--- config.mk ---
export PLATFORM = sky130hd
export DESIGN_NAME = truth_table_sweeper_flat
export DESIGN_NICKNAME = d
export VERILOG_FILES = /design/src/rtl/truth_table_sweeper_if.sv /design/src/rtl/truth_table_sweeper.sv /design/src/flat_wrapper.sv
export SDC_FILE = /design/constraint.sdc
export NUM_CORES = 1
export LEC_CHECK = 0
export ABC_AREA = 1
export CAP_MARGIN = 15
export CORE_ASPECT_RATIO = 0.9
export CORE_MARGIN = 2
export CORE_UTILIZATION = 36
export DETAILED_ROUTE_END_ITERATION = 10
export PLACE_DENSITY = 0.7
export SLEW_MARGIN = 20
export SYNTH_ARGS = -nofsm -noshare
export SYNTH_HDL_FRONTEND = slang
export SYNTH_SLANG_ARGS = --single-unit
--- constraint.sdc ---
create_clock -name clk -period 5 [get_ports clk]
set_clock_uncertainty 0.05 [all_clocks]
set_input_delay 0.75 -clock clk [delete_from_list [all_inputs] [get_ports clk]]
set_output_delay 0.75 -clock clk [all_outputs]
set_load 0.01 [all_outputs]
--- src/rtl/truth_table_sweeper_if.sv ---
// Stream bundle for the truth-table sweeper.
// Master drives rows and results; slave drives tables, start, ready.
`timescale 1ns/1ps
interface truth_table_sweeper_if #(
  parameter int N = 3
);
  localparam int ROWS = 2 ** N;

  logic            start;
  logic [ROWS-1:0] tt_dut;
  logic [ROWS-1:0] tt_ref;
  logic            row_ready;
  logic            busy;
  logic            row_valid;
  logic [N-1:0]    row_idx;
  logic            row_s;
  logic            row_ref;
  logic [N:0]      ones_count;
  logic [N:0]      mismatch_count;
  logic [N-1:0]    first_mm_idx;
  logic            any_mismatch;
  logic            done;

  modport master (
    input  start, tt_dut, tt_ref, row_ready,
    output busy, row_valid, row_idx, row_s, row_ref,
    output ones_count, mismatch_count, first_mm_idx,
    output any_mismatch, done
  );

  modport slave (
    output start, tt_dut, tt_ref, row_ready,
    input  busy, row_valid, row_idx, row_s, row_ref,
    input  ones_count, mismatch_count, first_mm_idx,
    input  any_mismatch, done
  );
endinterface

--- src/rtl/truth_table_sweeper.sv ---
// Walks every row of an N-input truth table over a valid/ready stream,
// counting minterms and mismatches against a reference table.
`timescale 1ns/1ps
module truth_table_sweeper #(
  parameter int N = 3
) (
  input logic                  clk,
  input logic                  rst,
  truth_table_sweeper_if.master sw
);
  localparam int ROWS = 2 ** N;

  localparam logic [1:0] S_IDLE  = 2'd0;
  localparam logic [1:0] S_SWEEP = 2'd1;
  localparam logic [1:0] S_DONE  = 2'd2;

  logic [1:0]      state_q, state_d;
  logic [ROWS-1:0] dut_q, dut_d;
  logic [ROWS-1:0] ref_q, ref_d;
  logic [N-1:0]    idx_q, idx_d;
  logic [N-1:0]    first_q, first_d;
  logic [N:0]      ones_q, ones_d;
  logic [N:0]      mm_q, mm_d;
  logic            any_q, any_d;

  logic s_bit;
  logic r_bit;
  logic accept;
  logic last;

  assign s_bit  = dut_q[idx_q];
  assign r_bit  = ref_q[idx_q];
  assign accept = (state_q == S_SWEEP) && sw.row_ready;
  assign last   = (idx_q == N'(ROWS - 1));

  // Next-state: latch on start, accumulate per accepted row.
  always_comb begin
    state_d = state_q;
    dut_d   = dut_q;
    ref_d   = ref_q;
    idx_d   = idx_q;
    first_d = first_q;
    ones_d  = ones_q;
    mm_d    = mm_q;
    any_d   = any_q;
    unique case (state_q)
      S_IDLE: begin
        if (sw.start) begin
          dut_d   = sw.tt_dut;
          ref_d   = sw.tt_ref;
          idx_d   = '0;
          first_d = '0;
          ones_d  = '0;
          mm_d    = '0;
          any_d   = 1'b0;
          state_d = S_SWEEP;
        end
      end
      S_SWEEP: begin
        if (accept) begin
          ones_d = ones_q + (N+1)'(s_bit);
          if (s_bit != r_bit) begin
            mm_d  = mm_q + (N+1)'(1);
            any_d = 1'b1;
            if (!any_q) first_d = idx_q;
          end
          // Final row parks the index; no wrap while valid.
          if (last) state_d = S_DONE;
          else      idx_d   = idx_q + N'(1);
        end
      end
      S_DONE:  state_d = S_IDLE;
      default: state_d = S_IDLE;
    endcase
  end

  // State registers with asynchronous abort to idle.
  always_ff @(posedge clk or posedge rst) begin
    if (rst) begin
      state_q <= S_IDLE;
      dut_q   <= '0;
      ref_q   <= '0;
      idx_q   <= '0;
      first_q <= '0;
      ones_q  <= '0;
      mm_q    <= '0;
      any_q   <= 1'b0;
    end else begin
      state_q <= state_d;
      dut_q   <= dut_d;
      ref_q   <= ref_d;
      idx_q   <= idx_d;
      first_q <= first_d;
      ones_q  <= ones_d;
      mm_q    <= mm_d;
      any_q   <= any_d;
    end
  end

  assign sw.busy           = (state_q != S_IDLE);
  assign sw.row_valid      = (state_q == S_SWEEP);
  assign sw.done           = (state_q == S_DONE);
  assign sw.row_idx        = idx_q;
  assign sw.row_s          = s_bit;
  assign sw.row_ref        = r_bit;
  assign sw.ones_count     = ones_q;
  assign sw.mismatch_count = mm_q;
  assign sw.first_mm_idx   = first_q;
  assign sw.any_mismatch   = any_q;
endmodule

--- src/flat_wrapper.sv ---
// flat-port wrapper written by rule: the top's interface ports become plain ports
module truth_table_sweeper_flat 
#(
  parameter int N = 3
)
  (clk, rst, sw_start, sw_tt_dut, sw_tt_ref, sw_row_ready, sw_busy, sw_row_valid, sw_row_idx, sw_row_s, sw_row_ref, sw_ones_count, sw_mismatch_count, sw_first_mm_idx, sw_any_mismatch, sw_done);
  truth_table_sweeper_if #(.N(N)) sw_i ();
  input logic clk;
  input logic rst;
  input wire logic [$bits(sw_i.start)-1:0] sw_start;
  input wire logic [$bits(sw_i.tt_dut)-1:0] sw_tt_dut;
  input wire logic [$bits(sw_i.tt_ref)-1:0] sw_tt_ref;
  input wire logic [$bits(sw_i.row_ready)-1:0] sw_row_ready;
  output wire logic [$bits(sw_i.busy)-1:0] sw_busy;
  output wire logic [$bits(sw_i.row_valid)-1:0] sw_row_valid;
  output wire logic [$bits(sw_i.row_idx)-1:0] sw_row_idx;
  output wire logic [$bits(sw_i.row_s)-1:0] sw_row_s;
  output wire logic [$bits(sw_i.row_ref)-1:0] sw_row_ref;
  output wire logic [$bits(sw_i.ones_count)-1:0] sw_ones_count;
  output wire logic [$bits(sw_i.mismatch_count)-1:0] sw_mismatch_count;
  output wire logic [$bits(sw_i.first_mm_idx)-1:0] sw_first_mm_idx;
  output wire logic [$bits(sw_i.any_mismatch)-1:0] sw_any_mismatch;
  output wire logic [$bits(sw_i.done)-1:0] sw_done;
  assign sw_i.start = sw_start;
  assign sw_i.tt_dut = sw_tt_dut;
  assign sw_i.tt_ref = sw_tt_ref;
  assign sw_i.row_ready = sw_row_ready;
  assign sw_busy = sw_i.busy;
  assign sw_row_valid = sw_i.row_valid;
  assign sw_row_idx = sw_i.row_idx;
  assign sw_row_s = sw_i.row_s;
  assign sw_row_ref = sw_i.row_ref;
  assign sw_ones_count = sw_i.ones_count;
  assign sw_mismatch_count = sw_i.mismatch_count;
  assign sw_first_mm_idx = sw_i.first_mm_idx;
  assign sw_any_mismatch = sw_i.any_mismatch;
  assign sw_done = sw_i.done;
  truth_table_sweeper #(.N(N)) u_core (.clk(clk), .rst(rst), .sw(sw_i));
endmodule
==> results of run 1 <==
## power by group
group | switching (mW) | internal, mW | total [mW]
Combinational | 0.376 | 0.298 | 0.674
Clock | 0.0953 | 0.0963 | 0.192
Sequential | 0.0875 | 0.375 | 0.462
## sequential cells by signal, summed over array words and instances, names as in the netlist
name	flops
u_core.dut_q	8
u_core.ref_q	8
u_core.state_q	2
u_core.sw.any_mismatch	1
u_core.sw.first_mm_idx	3
u_core.sw.mismatch_count	4
u_core.sw.ones_count	4
u_core.sw.row_idx	3
## per-layer routing
layer	GRT usage (%)	part of all wire [%]
met2	19.47	45
met5	0	0
met1	19.58	47
met3	5.078	5.0
met4	9.697	2.9
## Yosys cell counts (all sizes together)
cell	count
xor2	1
and3b	1
nor2	20
o31ai	1
a21oi	19
dfrtp	33
or2	1
nand3	21
o21ai	7
nor3	2
clkbuf	1
clkinv	1
nand2	56
buf	4
nand4	2
a22o	1
inv	27
ha	5
## per-stage QoR
stage	hold slack [ns]	area (um^2)	total power, mW	utilization (%)
finish	0.4332	2227	1.328	49.29
global route	0.4540	2227	1.438	49.29
CTS	0.4321	2225	1.343	49.24
detailed placement	0.4164	2142	1.147	47.41
global placement	0.4145	2142	1.126	47.41
floorplan	0.4308	1707	0.9115	-
## final cells by class
class,count,area share [%]
flip-flops and latches,33,37.08
multi-input cells,137,32.98
repair buffers,40,17.87
inverters,28,4.888
well taps,62,3.483
clock buffers,6,3.258
clock inverters,2,0.4494
## worst min path at each step
stage | endpoint | cells past startpoint | start
CTS | u_core.sw.first_mm_idx[2]$_DFFE_PP0P_ | 2 | u_core.sw.first_mm_idx[2]$_DFFE_PP0P_
detailed placement | u_core.sw.first_mm_idx[2]$_DFFE_PP0P_ | 2 | u_core.sw.first_mm_idx[2]$_DFFE_PP0P_
finish | u_core.sw.first_mm_idx[0]$_DFFE_PP0P_ | 2 | u_core.sw.first_mm_idx[0]$_DFFE_PP0P_
floorplan | u_core.dut_q[0]$_DFFE_PP0P_ | 2 | u_core.dut_q[0]$_DFFE_PP0P_
global route | u_core.sw.first_mm_idx[0]$_DFFE_PP0P_ | 2 | u_core.sw.first_mm_idx[0]$_DFFE_PP0P_
global placement | u_core.sw.first_mm_idx[2]$_DFFE_PP0P_ | 2 | u_core.sw.first_mm_idx[2]$_DFFE_PP0P_
## kinds of logic after synthesis
group	after synthesis
buffers and inverters	33
AO/OA/AOI/OAI	28
XOR/XNOR	1
flip-flops	33
AND/OR/NAND/NOR	103
adder cells (fa/ha/maj)	5
## cells in the final DEF (no fill, tap or decap), drive strengths merged, types with 2 or more instances in the layout
cell type and count:
clkinv 3, dfrtp 33, o21ai 7, clkdlybuf4s50 39
nor3 2, nand3 21, nand2 56, nand4 2
inv 27, a21oi 19, clkbuf 6, nor2 20
ha 5
## worst max-delay path: cells and delay by family, from the launching register on
| kind | cells | cell delay [ns] |
|---|---|---|
| buf+inv | 2 | 0.68 |
| flops | 1 | 0.63 |
| simple gates | 5 | 0.45 |
==> run_results.csv, run 1 <==
group,metric,value,unit
run_status,status,"complete, no violations",
floorplanning,fp.dieW,76.58,um
drt,wl_per_cell,11.49,um
clock_tree,clock_latency,0.28,ns
logic_synthesis,synth.cell_area,1707,um^2
critical_path,cp_max_fo,11,
logic_synthesis,synthAdderAreaFrac,3.666,%
finish,nNetsFinal,270,
drt,ant_nets,0,
floorplanning,ios,40,
logic_synthesis,syn_nets,228,
power,p_leak,1.097,nW
power,irDropWorstVdd,0.0001903,V
timing,hold_violations,0,
clock_tree,htreeDepth,2,
finish,syn2layout_area_growth,30.50,%
finish,drive_gt1_share,12.60,%
finish,diodes,0,
critical_path,crit_path_end,"sw_row_ref",
logic_synthesis,synth_compound_area_share,9.238,%
hold_path,hold_path.class,"flip-flop to flip-flop",
timing,drv_slew,0,
critical_path,path_class,"flip-flop to output pin",
critical_path,cp.arrival,2.04,ns
critical_path,cpMaxStageDelayCell,"dfrtp_1",
placement,dp_hpwl,2571,um
critical_path,reg2reg_depth,10,
flow_run,drv_cap,0,
critical_path,start_kind,"flip-flop",
floorplanning,coreArea,4518,um^2
logic_synthesis,syn_avg_cell_area,8.407,um^2
timing,fin_setup_tns,0,ns
drt,first_pass_iters,4,
floorplanning,row_count,23,
logic_synthesis,synthTopCellsByArea,"dfrtp_1, nand2_1, nand3_1, a21oi_1, inv_1",
logic_synthesis,synth.top_cell.area_share,48.39,%
floorplanning,die_h,69.32,um
global_routing,grt_util_all_layers,14.53,%
critical_path,cp_cell_sequence,"inv_4, nand2_2, nand3_1, nand2_1, nand2_1, nand2_2, clkdlybuf4s50_1",
global_routing,grt_pass1_vias,1271,
logic_synthesis,synth_cells,203,
placement,place_inst,300,
timing,fin_crit_sh,56.76,%
timing,fmax,352.4,MHz
critical_path,reg2reg_slack,3.00,ns
drt,vias_per_cell,4.464,
finish,fin_cells,308,
finish,fillers,455,
placement,dp_slack,2.229,ns
clock_tree,root_buffer,"clkbuf_8",
clock_tree,ctsResizeCount,0,
global_routing,grt_max_degree,36,
clock_tree,cts_buffer_depth,2,
clock_tree,hold_buffers,0,
clock_tree,cts_buffers,5,
global_routing,overflow,0,
critical_path,reg2reg_from,"u_core.sw.row_idx[0]$_DFFE_PP0P_",
drt,wirelength,3539,um
placement,port_buffers,39,
logic_synthesis,yosys.area_share.simple,29.47,%
timing,timing.final.ws_setup,2.162,ns
timing,worstMarginPinSlew,0.5946,ns
timing,slew_headroom,60.22,%
logic_synthesis,yosys_warnings,0,
logic_synthesis,synth_top_family_by_area,"simple AND/OR/NAND/NOR gates",
logic_synthesis,synth_area_leader_cell,"dfrtp_1",
timing,setup_viol,0,
critical_path,crit_required,4.20,ns
drt,drcViolationCount,0,
placement,gp_congestion,0.7978,
floorplanning,dieArea,5308,um^2
finish,multi_input_area,734.5,um^2
critical_path,cpPeakStageDelay,0.63,ns
logic_synthesis,synthXorXnorAreaFrac,0.5132,%
drt,dr.first_iter.drc_count,68,
critical_path,critical_path.endpoint_type,"output pin",
clock_tree,cts_sinks,33,
power,p_per_area,596.1,nW/um^2
timing,rsz0062_at_grt,"no",
critical_path,crit_path_start,"u_core.sw.row_idx[0]$_DFFE_PP0P_",
clock_tree,cts_setup_buffers,0,
logic_synthesis,ys_seq_area_share,48.39,%
clock_tree,cts_tree,"built",
logic_synthesis,synthMuxAreaShare,0,%
drt,vias,1375,
global_routing,grt_pass1_wl,5927,um
clock_tree,path_clk_slew,0.07,ns
logic_synthesis,ys_types,28,
finish,seq_area,825.8,um^2
critical_path,r2r_end,"u_core.sw.ones_count[2]$_DFFE_PP0P_",
timing,period_minus_slack,2.838,ns
floorplanning,initial_core_util,37.77,%
logic_synthesis,synth_seq_cells,33,
global_routing,antenna_found_initial,0,
No activity file was read; power rests on OpenSTA's default activity.
==> run 2: changes to the inputs <==
--- a/config.mk
+++ b/config.mk
@@ -11,7 +11,7 @@
 export CORE_MARGIN = 2
 export CORE_UTILIZATION = 36
 export DETAILED_ROUTE_END_ITERATION = 10
-export PLACE_DENSITY = 0.7
+export PLACE_DENSITY = 0.72
 export SLEW_MARGIN = 20
 export SYNTH_ARGS = -nofsm -noshare
 export SYNTH_HDL_FRONTEND = slang
==> constraint.sdc (replaced) <==
create_clock -name clk -period 2.3 [get_ports clk]
set_clock_uncertainty 0.05 [all_clocks]
set_input_delay 0.345 -clock clk [delete_from_list [all_inputs] [get_ports clk]]
set_output_delay 0.345 -clock clk [all_outputs]
set_load 0.01 [all_outputs]
==> run 2 against run 1 <==
Hold slack got worse by 0.034 ns. Critical endpoint is now sw_row_valid. Clock-buffer cell count decreased by 1. Combinational power grew 120%. Final cell count up 0.65%. Register-to-register slack got worse by 2.6 ns. First-iteration DRC count is 40% lower. Sequential share of layout area down 0.32 points.
==> run_results.csv, run 2 (same netlist as run 1, synthesis figures left out) <==
group,metric,value,unit
power,p_per_area,1283,nW/um^2
timing,worstMarginPinSlew,0.4238,ns
clock_tree,root_buffer,"clkbuf_8",
power,clockPowerShare,13.9,%
finish,final_common_cell,"nand2_1",
drt,wl_per_cell,11.74,um
timing,fmax,527.0,MHz
critical_path,crit_path_start,"u_core.state_q[0]$_DFFE_PP0P_",
critical_path,critical_path.endpoint_type,"output pin",
drt,dr.first_iter.drc_count,41,
clock_tree,hold_buffers,0,
critical_path,crit_required,1.90,ns
timing,timing.final.ws_setup,0.4023,ns
power,finalPower,2.887,mW
finish,fillers,449,
drt,vias,1441,
global_routing,grt_pass1_vias,1358,
placement,place_inst,302,
drt,first_pass_iters,4,
global_routing,grt_max_degree,35,
global_routing,antenna_found_initial,0,
global_routing,grt_pass1_wl,6272,um
power,p_comb_share,51.9,%
placement,gp_congestion,0.8000,
timing,fin_crit_sh,82.51,%
finish,nNetsFinal,274,
clock_tree,clock_latency,0.28,ns
clock_tree,htreeDepth,2,
drt,wirelength,3639,um
power,p_leak,1.124,nW
finish,syn2layout_area_growth,31.82,%
clock_tree,cts_tree,"built",
timing,setup_viol,0,
timing,slew_headroom,71.74,%
critical_path,reg2reg_from,"u_core.sw.row_idx[0]$_DFFE_PP0P_",
finish,fin_util,49.79,%
clock_tree,path_clk_slew,0.07,ns
floorplanning,fp.dieW,76.58,um
placement,dp_slack,0.2582,ns
placement,port_buffers,39,
finish,fin_cells,310,
clock_tree,cts_buffer_depth,2,
floorplanning,ios,40,
critical_path,cp_max_fo,4,
global_routing,grt_util_all_layers,14.56,%
power,switching_power,1.211,mW
run_status,status,"complete, no violations",
drt,ant_nets,0,
placement,dp_hpwl,2720,um
power,seqPwrFrac,34.2,%
clock_tree,cts_sinks,33,
power,p_int,1.676,mW
timing,hold_violations,0,
floorplanning,die_h,69.32,um
critical_path,cp.arrival,1.50,ns
critical_path,path_class,"flip-flop to output pin",
power,irDropWorstVdd,0.0004169,V
flow_run,drv_cap,0,
timing,period_minus_slack,1.898,ns
floorplanning,row_count,23,
timing,drv_slew,0,
critical_path,start_kind,"flip-flop",
timing,fin_setup_tns,0,ns
finish,largestRegisters,"u_core.dut_q x8, u_core.ref_q x8",
finish,diodes,0,
drt,drcViolationCount,0,
floorplanning,coreArea,4518,um^2
drt,vias_per_cell,4.648,
floorplanning,dieArea,5308,um^2
power,swShare,41.94,%
timing,rsz0062_at_grt,"no",
clock_tree,cts_buffers,5,
hold_path,hold_path.class,"input pin to asynchronous set/reset pin",
finish,drive_gt1_share,14.11,%
finish,final_cell_mix,"nand2_1, clkdlybuf4s50_1, dfrtp_1",
floorplanning,initial_core_util,37.77,%
global_routing,overflow,0,
## run 2: changes by cell type in the layout (fill, tap and decap cells not counted), sizes merged
cell           delta
buf               +3
dlymetal6s2s      +2
clkinv            -1
clkdlybuf4s50     -2
## run 2: layout make-up
| cell class | instances | area, um^2 | area share [%] |
|---|---|---|---|
| Inverter | 28 | 108.9 | 4.839 |
| Tap cell | 62 | 77.57 | 3.448 |
| Sequential cell | 33 | 827.0 | 36.76 |
| Clock inverter | 1 | 5.005 | 0.2225 |
| Multi-Input combinational cell | 137 | 732.0 | 32.54 |
| Clock buffer | 5 | 68.82 | 3.059 |
| Timing Repair Buffer | 44 | 430.4 | 19.13 |
## run 2: path summary, 6_finish.rpt
path / to / slack [ns] / depth (start not counted)
max: sw_row_valid / 0.40 / 3
min reg2reg: u_core.sw.first_mm_idx[2]$_DFFE_PP0P_ / 0.44 / 2
min: u_core.ref_q[2]$_DFFE_PP0P_ / 0.40 / 3
max in group asynchronous: u_core.sw.row_idx[0]$_DFFE_PP0P_ / 1.46 / 3
min in group clk: u_core.sw.first_mm_idx[2]$_DFFE_PP0P_ / 0.44 / 2
max reg2reg: u_core.sw.ones_count[2]$_DFFE_PP0P_ / 0.40 / 10
## run 2: worst max-delay path, cell delays in order (launching register included)
cell and delay (ns):
dfrtp_1 0.47, inv_2 0.11, nor2_4 0.10, clkdlybuf4s50_1 0.54
## run 2: metrics by stage
| step | area [um^2] | hold slack [ns] |
|---|---|---|
| floorplan | 1707 | 0.3813 |
| global placement | 2157 | 0.4066 |
| detailed placement | 2157 | 0.4268 |
| CTS | 2232 | 0.4208 |
| global route | 2250 | 0.4615 |
| finish | 2250 | 0.3992 |
## run 2: repair_timing
action	4_1_cts	5_1_grt
resized for setup	1	3
setup buffers	0	2
endpoints found under the setup margin	2	2
## run 2: power by group through the flow
stage	clock, mW	combinational, mW	sequential, mW
after floorplan	0	0.980	1.00
after global placement	0	1.47	0.993
after detailed placement	0	1.49	1.01
after CTS	0.409	1.50	1.00
after global routing	0.437	1.69	1.02
final	0.401	1.50	0.989
## run 2: per-layer routing
metal / global-route usage, % / wire (um) / vias up
met2: 21.83 / 1628 / 37
met3: 3.255 / 155 / 6
met5: 0 / 0 / -
li1: - / - / 734
met1: 20.56 / 1802 / 664
met4: 5.455 / 53 / 0
